--- src/rtl/hex_disp_pkg.sv ---
// Segment codes (gfedcba, active-low) shared by the hex scan driver and its decoder.
package hex_disp_pkg;

    localparam logic [6:0] SEG_0     = 7'h40;
    localparam logic [6:0] SEG_1     = 7'h79;
    localparam logic [6:0] SEG_2     = 7'h24;
    localparam logic [6:0] SEG_3     = 7'h30;
    localparam logic [6:0] SEG_4     = 7'h19;
    localparam logic [6:0] SEG_5     = 7'h12;
    localparam logic [6:0] SEG_6     = 7'h02;
    localparam logic [6:0] SEG_7     = 7'h78;
    localparam logic [6:0] SEG_8     = 7'h00;
    localparam logic [6:0] SEG_9     = 7'h10;
    localparam logic [6:0] SEG_A     = 7'h08;
    localparam logic [6:0] SEG_B     = 7'h03;
    localparam logic [6:0] SEG_C     = 7'h46;
    localparam logic [6:0] SEG_D     = 7'h21;
    localparam logic [6:0] SEG_E     = 7'h06;
    localparam logic [6:0] SEG_F     = 7'h0E;
    localparam logic [6:0] SEG_BLANK = 7'h7F;

endpackage

--- src/rtl/hex_scan_driver_if.sv ---
// Display bundle between the timer/counter side (master) and the scan driver (slave).
interface hex_scan_driver_if #(
    parameter int unsigned NUM_DIGITS = 6
) ();

    logic                      en;
    logic [4*NUM_DIGITS-1:0]   digits_in;
    logic [NUM_DIGITS-1:0]     blank_mask;
    logic [NUM_DIGITS-1:0]     blink_mask;
    logic [NUM_DIGITS-1:0]     dp_mask;
    logic                      lzs_en;
    logic [6:0]                seg_n;
    logic                      dp_n;
    logic [NUM_DIGITS-1:0]     an_n;
    logic                      frame_tick;

    modport master (
        output en, digits_in, blank_mask, blink_mask, dp_mask, lzs_en,
        input  seg_n, dp_n, an_n, frame_tick
    );

    modport slave (
        input  en, digits_in, blank_mask, blink_mask, dp_mask, lzs_en,
        output seg_n, dp_n, an_n, frame_tick
    );

endinterface

--- src/rtl/hex_seg_decode.sv ---
// Combinational nibble to active-low 7-segment decoder; codes 10-15 optional.
module hex_seg_decode
    import hex_disp_pkg::*;
#(
    parameter int unsigned HEX_EN = 1
) (
    input  logic [3:0] nibble_i,
    output logic [6:0] seg_n_o
);

    // Lookup of the segment pattern for one nibble
    always_comb begin
        seg_n_o = SEG_BLANK;
        case (nibble_i)
            4'h0:    seg_n_o = SEG_0;
            4'h1:    seg_n_o = SEG_1;
            4'h2:    seg_n_o = SEG_2;
            4'h3:    seg_n_o = SEG_3;
            4'h4:    seg_n_o = SEG_4;
            4'h5:    seg_n_o = SEG_5;
            4'h6:    seg_n_o = SEG_6;
            4'h7:    seg_n_o = SEG_7;
            4'h8:    seg_n_o = SEG_8;
            4'h9:    seg_n_o = SEG_9;
            4'hA:    seg_n_o = (HEX_EN != 0) ? SEG_A : SEG_BLANK;
            4'hB:    seg_n_o = (HEX_EN != 0) ? SEG_B : SEG_BLANK;
            4'hC:    seg_n_o = (HEX_EN != 0) ? SEG_C : SEG_BLANK;
            4'hD:    seg_n_o = (HEX_EN != 0) ? SEG_D : SEG_BLANK;
            4'hE:    seg_n_o = (HEX_EN != 0) ? SEG_E : SEG_BLANK;
            4'hF:    seg_n_o = (HEX_EN != 0) ? SEG_F : SEG_BLANK;
            default: seg_n_o = SEG_BLANK;
        endcase
    end

endmodule

--- src/rtl/hex_scan_driver.sv ---
// Time-multiplexed common-anode 7-segment driver with frame-coherent snapshot,
// leading-zero suppression, per-digit blank/blink and decimal point.
module hex_scan_driver
    import hex_disp_pkg::*;
#(
    parameter int unsigned NUM_DIGITS   = 6,
    parameter int unsigned SCAN_DIV     = 50000,
    parameter int unsigned DEAD_CYCLES  = 2,
    parameter int unsigned BLINK_FRAMES = 64,
    parameter int unsigned HEX_EN       = 1
) (
    input  logic                clk,
    input  logic                rst,
    hex_scan_driver_if.slave    disp
);

    localparam int unsigned DIG_W  = 4 * NUM_DIGITS;
    localparam int unsigned PRE_W  = $clog2(SCAN_DIV);
    localparam int unsigned IDX_W  = (NUM_DIGITS > 1) ? $clog2(NUM_DIGITS) : 1;
    localparam int unsigned BCNT_W = (BLINK_FRAMES > 1) ? $clog2(BLINK_FRAMES) : 1;

    logic [PRE_W-1:0]      pre_q, pre_d;
    logic [IDX_W-1:0]      idx_q, idx_d;
    logic [BCNT_W-1:0]     bcnt_q, bcnt_d;
    logic                  phase_q, phase_d;

    logic [DIG_W-1:0]      shadow_q;
    logic [NUM_DIGITS-1:0] blank_q, blink_q, dp_q;
    logic                  lzs_q;

    logic [6:0]            seg_q, seg_d;
    logic                  dp_n_q, dp_n_d;
    logic [NUM_DIGITS-1:0] an_q, an_d;
    logic                  tick_q, tick_d;

    logic                  pre_wrap, frame_wrap;
    logic [3:0]            cur_nib;
    logic                  cur_blank, cur_blink, cur_dp, cur_lz;
    logic [NUM_DIGITS-1:0] lz_vec;
    logic                  lz_run;
    logic [6:0]            dec_seg;
    logic                  dark, suppress;

    assign pre_wrap   = (pre_q == PRE_W'(SCAN_DIV - 1));
    assign frame_wrap = pre_wrap && (idx_q == IDX_W'(NUM_DIGITS - 1));

    // Next values for prescaler, digit index and blink counter/phase
    always_comb begin
        pre_d   = pre_wrap ? '0 : pre_q + PRE_W'(1);
        idx_d   = idx_q;
        bcnt_d  = bcnt_q;
        phase_d = phase_q;
        if (pre_wrap) begin
            idx_d = (idx_q == IDX_W'(NUM_DIGITS - 1)) ? '0 : idx_q + IDX_W'(1);
        end
        if (frame_wrap) begin
            if (bcnt_q == BCNT_W'(BLINK_FRAMES - 1)) begin
                bcnt_d  = '0;
                phase_d = ~phase_q;
            end else begin
                bcnt_d = bcnt_q + BCNT_W'(1);
            end
        end
    end

    // Scan timing state
    always_ff @(posedge clk) begin
        if (rst) begin
            pre_q   <= '0;
            idx_q   <= '0;
            bcnt_q  <= '0;
            phase_q <= 1'b0;
        end else begin
            pre_q   <= pre_d;
            idx_q   <= idx_d;
            bcnt_q  <= bcnt_d;
            phase_q <= phase_d;
        end
    end

    // Inputs are captured only at the frame wrap so a frame never tears
    always_ff @(posedge clk) begin
        if (rst) begin
            shadow_q <= '0;
            blank_q  <= '0;
            blink_q  <= '0;
            dp_q     <= '0;
            lzs_q    <= 1'b0;
        end else if (frame_wrap) begin
            shadow_q <= disp.digits_in;
            blank_q  <= disp.blank_mask;
            blink_q  <= disp.blink_mask;
            dp_q     <= disp.dp_mask;
            lzs_q    <= disp.lzs_en;
        end
    end

    // Select the current digit's attributes and its leading-zero status
    always_comb begin
        cur_nib   = '0;
        cur_blank = 1'b0;
        cur_blink = 1'b0;
        cur_dp    = 1'b0;
        cur_lz    = 1'b0;
        lz_vec    = '0;
        lz_run    = 1'b1;
        for (int k = int'(NUM_DIGITS) - 1; k >= 0; k--) begin
            lz_run    = lz_run & (shadow_q[4*k +: 4] == 4'h0);
            lz_vec[k] = lz_run;
        end
        for (int k = 0; k < int'(NUM_DIGITS); k++) begin
            if (idx_q == IDX_W'(k)) begin
                cur_nib   = shadow_q[4*k +: 4];
                cur_blank = blank_q[k];
                cur_blink = blink_q[k];
                cur_dp    = dp_q[k];
                cur_lz    = lz_vec[k];
            end
        end
    end

    hex_seg_decode #(
        .HEX_EN (HEX_EN)
    ) u_dec (
        .nibble_i (cur_nib),
        .seg_n_o  (dec_seg)
    );

    // Next output pattern; dark conditions override everything
    always_comb begin
        an_d     = '1;
        seg_d    = SEG_BLANK;
        dp_n_d   = 1'b1;
        tick_d   = frame_wrap;
        dark     = !disp.en || (pre_q < PRE_W'(DEAD_CYCLES)) || cur_blank
                   || (cur_blink && phase_q);
        suppress = lzs_q && (idx_q != '0) && cur_lz;
        if (!dark) begin
            for (int k = 0; k < int'(NUM_DIGITS); k++) begin
                an_d[k] = !(idx_q == IDX_W'(k));
            end
            seg_d  = suppress ? SEG_BLANK : dec_seg;
            dp_n_d = !cur_dp;
        end
    end

    // Registered pin drivers
    always_ff @(posedge clk) begin
        if (rst) begin
            an_q   <= '1;
            seg_q  <= SEG_BLANK;
            dp_n_q <= 1'b1;
            tick_q <= 1'b0;
        end else begin
            an_q   <= an_d;
            seg_q  <= seg_d;
            dp_n_q <= dp_n_d;
            tick_q <= tick_d;
        end
    end

    assign disp.an_n       = an_q;
    assign disp.seg_n      = seg_q;
    assign disp.dp_n       = dp_n_q;
    assign disp.frame_tick = tick_q;

endmodule
--- src/flat_wrapper.sv ---
// flat-port wrapper written by rule: the top's interface ports become plain ports
module hex_scan_driver_flat import hex_disp_pkg::*;
#(
    parameter int unsigned NUM_DIGITS   = 6,
    parameter int unsigned SCAN_DIV     = 50000,
    parameter int unsigned DEAD_CYCLES  = 2,
    parameter int unsigned BLINK_FRAMES = 64,
    parameter int unsigned HEX_EN       = 1
)
  (clk, rst, disp_en, disp_digits_in, disp_blank_mask, disp_blink_mask, disp_dp_mask, disp_lzs_en, disp_seg_n, disp_dp_n, disp_an_n, disp_frame_tick);
  hex_scan_driver_if #(.NUM_DIGITS(NUM_DIGITS)) disp_i ();
  input  logic clk;
  input  logic rst;
  input wire logic [$bits(disp_i.en)-1:0] disp_en;
  input wire logic [$bits(disp_i.digits_in)-1:0] disp_digits_in;
  input wire logic [$bits(disp_i.blank_mask)-1:0] disp_blank_mask;
  input wire logic [$bits(disp_i.blink_mask)-1:0] disp_blink_mask;
  input wire logic [$bits(disp_i.dp_mask)-1:0] disp_dp_mask;
  input wire logic [$bits(disp_i.lzs_en)-1:0] disp_lzs_en;
  output wire logic [$bits(disp_i.seg_n)-1:0] disp_seg_n;
  output wire logic [$bits(disp_i.dp_n)-1:0] disp_dp_n;
  output wire logic [$bits(disp_i.an_n)-1:0] disp_an_n;
  output wire logic [$bits(disp_i.frame_tick)-1:0] disp_frame_tick;
  assign disp_i.en = disp_en;
  assign disp_i.digits_in = disp_digits_in;
  assign disp_i.blank_mask = disp_blank_mask;
  assign disp_i.blink_mask = disp_blink_mask;
  assign disp_i.dp_mask = disp_dp_mask;
  assign disp_i.lzs_en = disp_lzs_en;
  assign disp_seg_n = disp_i.seg_n;
  assign disp_dp_n = disp_i.dp_n;
  assign disp_an_n = disp_i.an_n;
  assign disp_frame_tick = disp_i.frame_tick;
  hex_scan_driver #(.NUM_DIGITS(NUM_DIGITS), .SCAN_DIV(SCAN_DIV), .DEAD_CYCLES(DEAD_CYCLES), .BLINK_FRAMES(BLINK_FRAMES), .HEX_EN(HEX_EN)) u_core (.clk(clk), .rst(rst), .disp(disp_i));
endmodule
--- config.mk ---
export PLATFORM = sky130hd
export DESIGN_NAME = hex_scan_driver_flat
export DESIGN_NICKNAME = d
export VERILOG_FILES = /design/src/rtl/hex_disp_pkg.sv /design/src/rtl/hex_scan_driver_if.sv /design/src/rtl/hex_seg_decode.sv /design/src/rtl/hex_scan_driver.sv /design/src/flat_wrapper.sv
export SDC_FILE = /design/constraint.sdc
export NUM_CORES = 1
export LEC_CHECK = 0
export CAP_MARGIN = 5
export CORE_MARGIN = 4
export CORE_UTILIZATION = 30
export DETAILED_ROUTE_END_ITERATION = 8
export GPL_ROUTABILITY_DRIVEN = 0
export PLACE_DENSITY = 0.52
export RECOVER_POWER = 50
export SYNTH_ARGS = -nofsm -noshare
export SYNTH_HDL_FRONTEND = slang
export SYNTH_HIERARCHICAL = 1
export SYNTH_SLANG_ARGS = --single-unit
--- constraint.sdc ---
create_clock -name clk -period 3.8 [get_ports clk]
set_input_delay 0.76 -clock clk [delete_from_list [all_inputs] [get_ports clk]]
set_output_delay 0.76 -clock clk [all_outputs]
set_load 0.01 [all_outputs]
==> Yosys cells after proc, flatten, opt, wreduce, memory -nomap -nowiden <==
Memories as Yosys holds them, arrays and structs flattened. A register that Yosys moved wholly into a read port is not among the register bits.
Index checks and enable logic that the tools add are counted.
W data, S select, Z words.
{ "classes": {"n_addsub": 3, "order_cmp": 1, "n_eq_ne": 7, "mux": 32, "bitwise_logic": 6, "n_reduce_logical": 27} }
{ "op_table": {"columns": ["operator", "n"], "rows": [
  ["$logic_not A4 Y1", 6],
  ["$mux W1", 24],
  ["$mux W4", 6],
  ["$add A16 B1 Y16 const B", 1],
  ["$eq A16 B16 Y1 const B", 1],
  ["$lt A16 B2 Y1 const B", 1],
  ["$logic_not A1 Y1", 8],
  ["$add A6 B1 Y6 const B", 1],
  ["$eq A3 B2 Y1 const B", 2],
  ["$eq A3 B3 Y1 const B", 2],
  ["$eq A6 B6 Y1 const B", 1],
  ["$mux W6", 1],
  ["$and A1 B1 Y1", 5],
  ["$logic_and A1 B1 Y1", 4],
  ["$reduce_or A2 Y1", 2],
  ["$add A3 B1 Y3 const B", 1],
  ["$eq A3 B1 Y1 const B", 1],
  ["$logic_not A3 Y1", 1],
  ["$logic_or A1 B1 Y1", 3],
  ["$mux W3", 1],
  ["$reduce_bool A3 Y1", 1],
  ["$reduce_or A3 Y1", 1],
  ["$reduce_and A2 Y1", 1],
  ["$not A1 Y1", 1]
]} }
{ "totals": {"register_bits": 77, "mem_bits_ro": 112, "inputBits": 46, "output_inout_bits": 15, "elab_cells": 89, "memories": 1} }
{ "mem_list": {"columns": ["name", "words", "word_bits", "read_ports", "rd_ports_with_merged_regs", "wr", "line", "rtl"], "rows": [
  ["(no name shown)", 16, 7, 1, 1, 0, "hex_seg_decode.sv:14", "case (nibble_i)"]
]} }

==> Logic depth before layout (Yosys ltp) <==
{ "logic_depth": {"word_depth": 14, "mapped_depth": 16, "ltp_nobuf": 13} }

==> Modules after synthesis <==
Netlist, hierarchy kept.
{ "modules_own_cells": {"columns": ["mod", "n_inst", "cells_each", "area_each_um2", "seq_area_each_um2"], "rows": [
  ["hex_scan_driver", 1, 447, 3818.7, 1681.6],
  ["hex_seg_decode", 1, 32, 275.3, 0.0]
]} }

==> Worst setup path before layout <==
No wires, ideal clock.
{ "synth_timing": {"path_kind": "flip-flop to flip-flop", "startpoint": "reg u_core.idx_q[0]", "endpoint": "reg u_core.seg_q[3] (netlist: u_core/disp.seg_n[3])", "setup_time_ns": 0.129, "arrival_ns": 3.175, "t_required_ns": 3.671, "path_slack_ns": 0.495, "stages_incl_launch_ff": 16, "path_buffers": 3, "synth_period_minus_slack_ns": 3.305, "path_cell_list": "dfxtp_1 clkbuf_1 buf_1 and2_1 ha_1 clkbuf_1 nor2_1 o21ai_0 o21ai_0 o21ai_0 a21oi_1 inv_1 ha_1 inv_1 mux4_1 nand3b_1"} }
{ "synth_between": {"word_cells_on_any_way": 37, "cone_classes": "eq/ne (5); mux (24); reduce/logical (8)"} }
{ "synth_lines": {"columns": ["item", "line", "rtl"], "rows": [
  ["start, declared", "hex_scan_driver.sv:23", "logic [IDX_W-1:0] idx_q, idx_d;"],
  ["start signal, assigned", "hex_scan_driver.sv:75", "idx_q <= idx_d;"],
  ["$logic_not A3 Y1", "hex_scan_driver.sv:112", "if (idx_q == IDX_W'(k)) begin"],
  ["$mux W4 (5 in a row)", "hex_scan_driver.sv:112", null],
  ["$mux W4 (*)", "hex_scan_driver.sv:112", null],
  ["named net u_core.cur_nib[0]", "hex_scan_driver.sv:37", "logic [3:0] cur_nib;"],
  ["end, declared", "hex_scan_driver.sv:31", "logic [6:0] seg_q, seg_d;"]
]} }
Mark *: on every way through the listed nets, which the timed path passes. The rest lies on a longest branch.
A chain may end at the register's enable or synchronous reset.

==> Worst setup path in the final report <==
{ "layout_timing": {"startpoint": "reg u_core.idx_q[1]", "endpoint": "reg u_core.seg_q[3] (netlist: u_core/disp.seg_n[3])"} }
Same word-level chain as after synthesis.

==> flow_metrics.tcl <==
set metrics [dict create \
    highest_layer "met4" \
    crit_path_top_delay_cell "nor3b_1" \
    cp-start-kind "flip-flop" \
    fillers 1374 \
    firstDrtPassIters 4 \
    wl_met1_mm 4.84 \
    cts.path.max_buffers 2 \
    grt_pass1_vias 3322 \
    outcome "complete, but fails checks" \
    regArea_um2 1680 \
    cts_buffers 9 \
    pwr-share-seq_pct 46.5 \
    core_area_um2 13300 \
    cts_root_buffer "clkbuf_16" \
    initial_core_util_pct 30.8 \
    syn_area_per_cell_um2 8.55 \
    grt_overflow_total 0 \
    clk_latency_ns 0.34 \
    design.die.area_um2 15600 \
    met3_wirelength_um 381 \
    swShare_pct 21.1 \
    worstPathCellList "clkbuf_1 > nor3b_1 > a21oi_1 > o21ai_0 > o21ai_0 > a21oi_1 > inv_1 > ha_1 > inv_1 > mux4_1 > nand3b_1" \
    ys_top_cells_by_count "dfxtp_1 (84), nand2_1 (80), a21oi_2 (39), nor2_1 (39), o21ai_0 (26)" \
    final.setup.tns_ns 0 \
    whs_ns 0.458 \
    clk_pin_slew_ns 0.07 \
    synth_largest_area_cell "dfxtp_1" \
    rsz0062_at_grt "false" \
    synthesis.nets 535 \
    track_usage_pct 13.1 \
    ys_ff_latch 84 \
    fin_util_pct 38.4 \
    synthTopCellsByArea "dfxtp_1 (41%), a21oi_2 (8.3%), nand2_1 (7.3%), nor2_1 (3.6%), nand2_2 (3.2%)" \
    cp_max_fo 18 \
    pwr-share-clk_pct 48.6 \
    fmax_ghz 0.302 \
    drt-total-wl_mm 10.0 \
    leakage_nw 1.64 \
    grt_max_degree 58 \
    synthCells 479 \
    finalWorstSetupSlack_ns 0.493 \
    hold_path_end "u_core/pre_q[0]$_SDFF_PP0_" \
    report.final.slew_viol_count 58 \
    clock_skew_ns 0.00788 \
    io_pins 61 \
    hold_viol 0 \
    grt_pass1_wl_mm 16.7 \
    placed_cell_area_um2 4790 \
    crit_path_end_kind "flip-flop" \
    r2r-start "u_core/idx_q[1]$_SDFFE_PP0N_" \
    violations "max-capacitance violations, max-slew violations" \
    synthToLayoutAreaGrowth_pct 24.6 \
    post-place-ws_ns 0.436 \
    die_w_um 125 \
    synthFlopType "dfxtp_1" \
    dpl.hpwl_mm 7.22 \
    cap_violations 1 \
    multi_input_area_um2 2180 \
    drc 0 \
    die_h_um 125 \
    min-delay-path-class "reg -> reg" \
    worst_slew_pin_slew_ns 1.65 \
    syn-cell-area_um2 4090 \
    vias_per_cell 4.79 \
    post_drt_wl_per_cell_um 14.2 \
    h-tree-depth 3 \
    slew_headroom_pct -10.1 \
    slowest_delay_ns 0.75 \
    power.share.combinational_pct 5.0 \
    antenna_found_initial 0 \
    ys_seq_area_share_pct 41.1 \
    nets 582 \
    intPower_mw 1.52 \
    port_buffers 60 \
    period_minus_slack_ns 3.31 \
    reg2reg_to "u_core/disp.seg_n[3]$_SDFF_PP1_" \
    synth.most_common_cell "dfxtp_1" \
    worst-r2r-setup-slack_ns 0.49 \
    worstHoldPathCells 1 \
    ys_types 53 \
    power_density_nw_per_um2 377 \
    crit_type "reg -> reg" \
    placementRows 42 \
    yosys_warnings 6 \
    setup_viol 0 \
    cts-hold-fix-buffers 0 \
    num_antenna_cells 0 \
    design_area_um2 5100 \
    worstPathArrival_ns 3.52 \
    max-vdd-ir-drop_v 0.000170 \
    drive_above_1_share_pct 17.1 \
    drtIter0Drc 152 \
    ant_nets 0 \
    hold_start "u_core/pre_q[0]$_SDFF_PP0_" \
    cts.sinks 84 \
    vias 3383 \
    p_switching_mw 0.406 \
    cp.required_ns 4.01 \
    r2r_cells 11 \
    cts_tree "done" \
    dr_wl_met2_mm 4.59 \
    period_share_pct 87.0 \
    synth_edf_count 0 \
    synth_top_area_share_pct 41.1 \
    postSynth.asyncResetShare_pct 0 \
]
-- flip-flops by register name, summed over array words and instances, names as in the netlist --
register                flops
u_core/disp.dp_n            1
u_core/disp.an_n            6
u_core/disp.seg_n           7
u_core/lzs_q                1
u_core/dp_q                 6
u_core/blank_q              6
u_core/pre_q               16
u_core/disp.frame_tick      1
u_core/shadow_q            24
u_core/idx_q                3
u_core/blink_q              6
u_core/bcnt_q               6
u_core/phase_q              1
-- worst max-delay path by stage --
stage,start,endpoint,cells past startpoint
finish,u_core/idx_q[1]$_SDFFE_PP0N_,u_core/disp.seg_n[3]$_SDFF_PP1_,11
global route,u_core/idx_q[2]$_SDFFE_PP0N_,u_core/disp.seg_n[3]$_SDFF_PP1_,12
CTS,u_core/idx_q[2]$_SDFFE_PP0N_,u_core/disp.seg_n[3]$_SDFF_PP1_,12
detailed placement,u_core/idx_q[2]$_SDFFE_PP0N_,u_core/disp.seg_n[3]$_SDFF_PP1_,12
global placement,u_core/idx_q[2]$_SDFFE_PP0N_,u_core/disp.seg_n[3]$_SDFF_PP1_,12
floorplan,u_core/idx_q[0]$_SDFFE_PP0N_,u_core/disp.seg_n[3]$_SDFF_PP1_,15
-- cell families (layout without fill, tap and decap cells) --
group / Yosys count / count (layout) / share of synthesized area [%]
simple gates: 209 / 209 / 25.6
compound gates: 109 / 109 / 18.6
flops: 84 / 84 / 41.1
buf+inv: 42 / 94 / 5.65
xor+xnor: 16 / 16 / 3.42
fa+ha+maj: 10 / 10 / 3.06
mux: 9 / 9 / 2.63
-- power by group through the flow --
stage	combinational [mW]	clock [mW]	sequential [mW]
final	0.0954	0.934	0.894
after global routing	0.104	0.997	0.895
after CTS	0.0998	0.958	0.895
after detailed placement	0.0992	0	0.914
after global placement	0.0988	0	0.914
after floorplan	0.0297	0	0.916
-- metrics by stage --
step	total power, mW	cells
after floorplan	0.946	479
after global placement	1.01	691
after CTS	1.95	707
final	1.92	707
after global routing	2.00	707
after detailed placement	1.01	691
-- routing by layer --
layer / track usage (%) / vias to the layer above
met2: 20.4 / 58
li1: - / 1737
met1: 17.4 / 1571
met3: 3.73 / 17
met5: 0 / -
met4: 4.78 / 0
-- cells in the final DEF, fill, tap and decap left out, types with 4 or more instances in the layout --
cell and instances:
dfxtp_1 84, nand2_1 80, clkdlybuf4s50_1 44, a21oi_2 39, nor2_1 38, o21ai_0 26
a21oi_1 23, nand2_2 21, dlygate4sd3_1 15, nand3_1 12, ha_1 10, clkbuf_16 9
inv_1 9, nand3b_1 8, xnor2_1 8, xor2_1 8, mux2i_1 7, and3_1 7
nand4_1 6, nor2b_1 5, or3_1 5, or4_1 5, buf_4 5, nand2b_1 4
o2bb2ai_1 4
-- critical path, delay by kind of cell, from the launching register on --
family	cells	cell delay, ns
AND/OR/NAND/NOR	2	0.91
adder cells (fa/ha/maj)	1	0.31
AO/OA/AOI/OAI	4	0.62
flip-flops	1	0.31
multiplexers	1	0.47
buffers and inverters	3	0.57
-- repair_timing --
action | CTS | global route
resized for setup | 0 | 1
buffers inserted | 0 | 0
endpoints found under the setup margin | 0 | 1
-- layout make-up --
type | count | area share, %
Sequential cell | 84 | 33.0
Multi-Input combinational cell | 353 | 42.8
Timing Repair Buffer | 69 | 13.0
Clock inverter | 7 | 1.79
Inverter | 9 | 0.662
Clock buffer | 9 | 4.42
Tap cell | 176 | 4.32
Power figures use the tool's default switching activity.
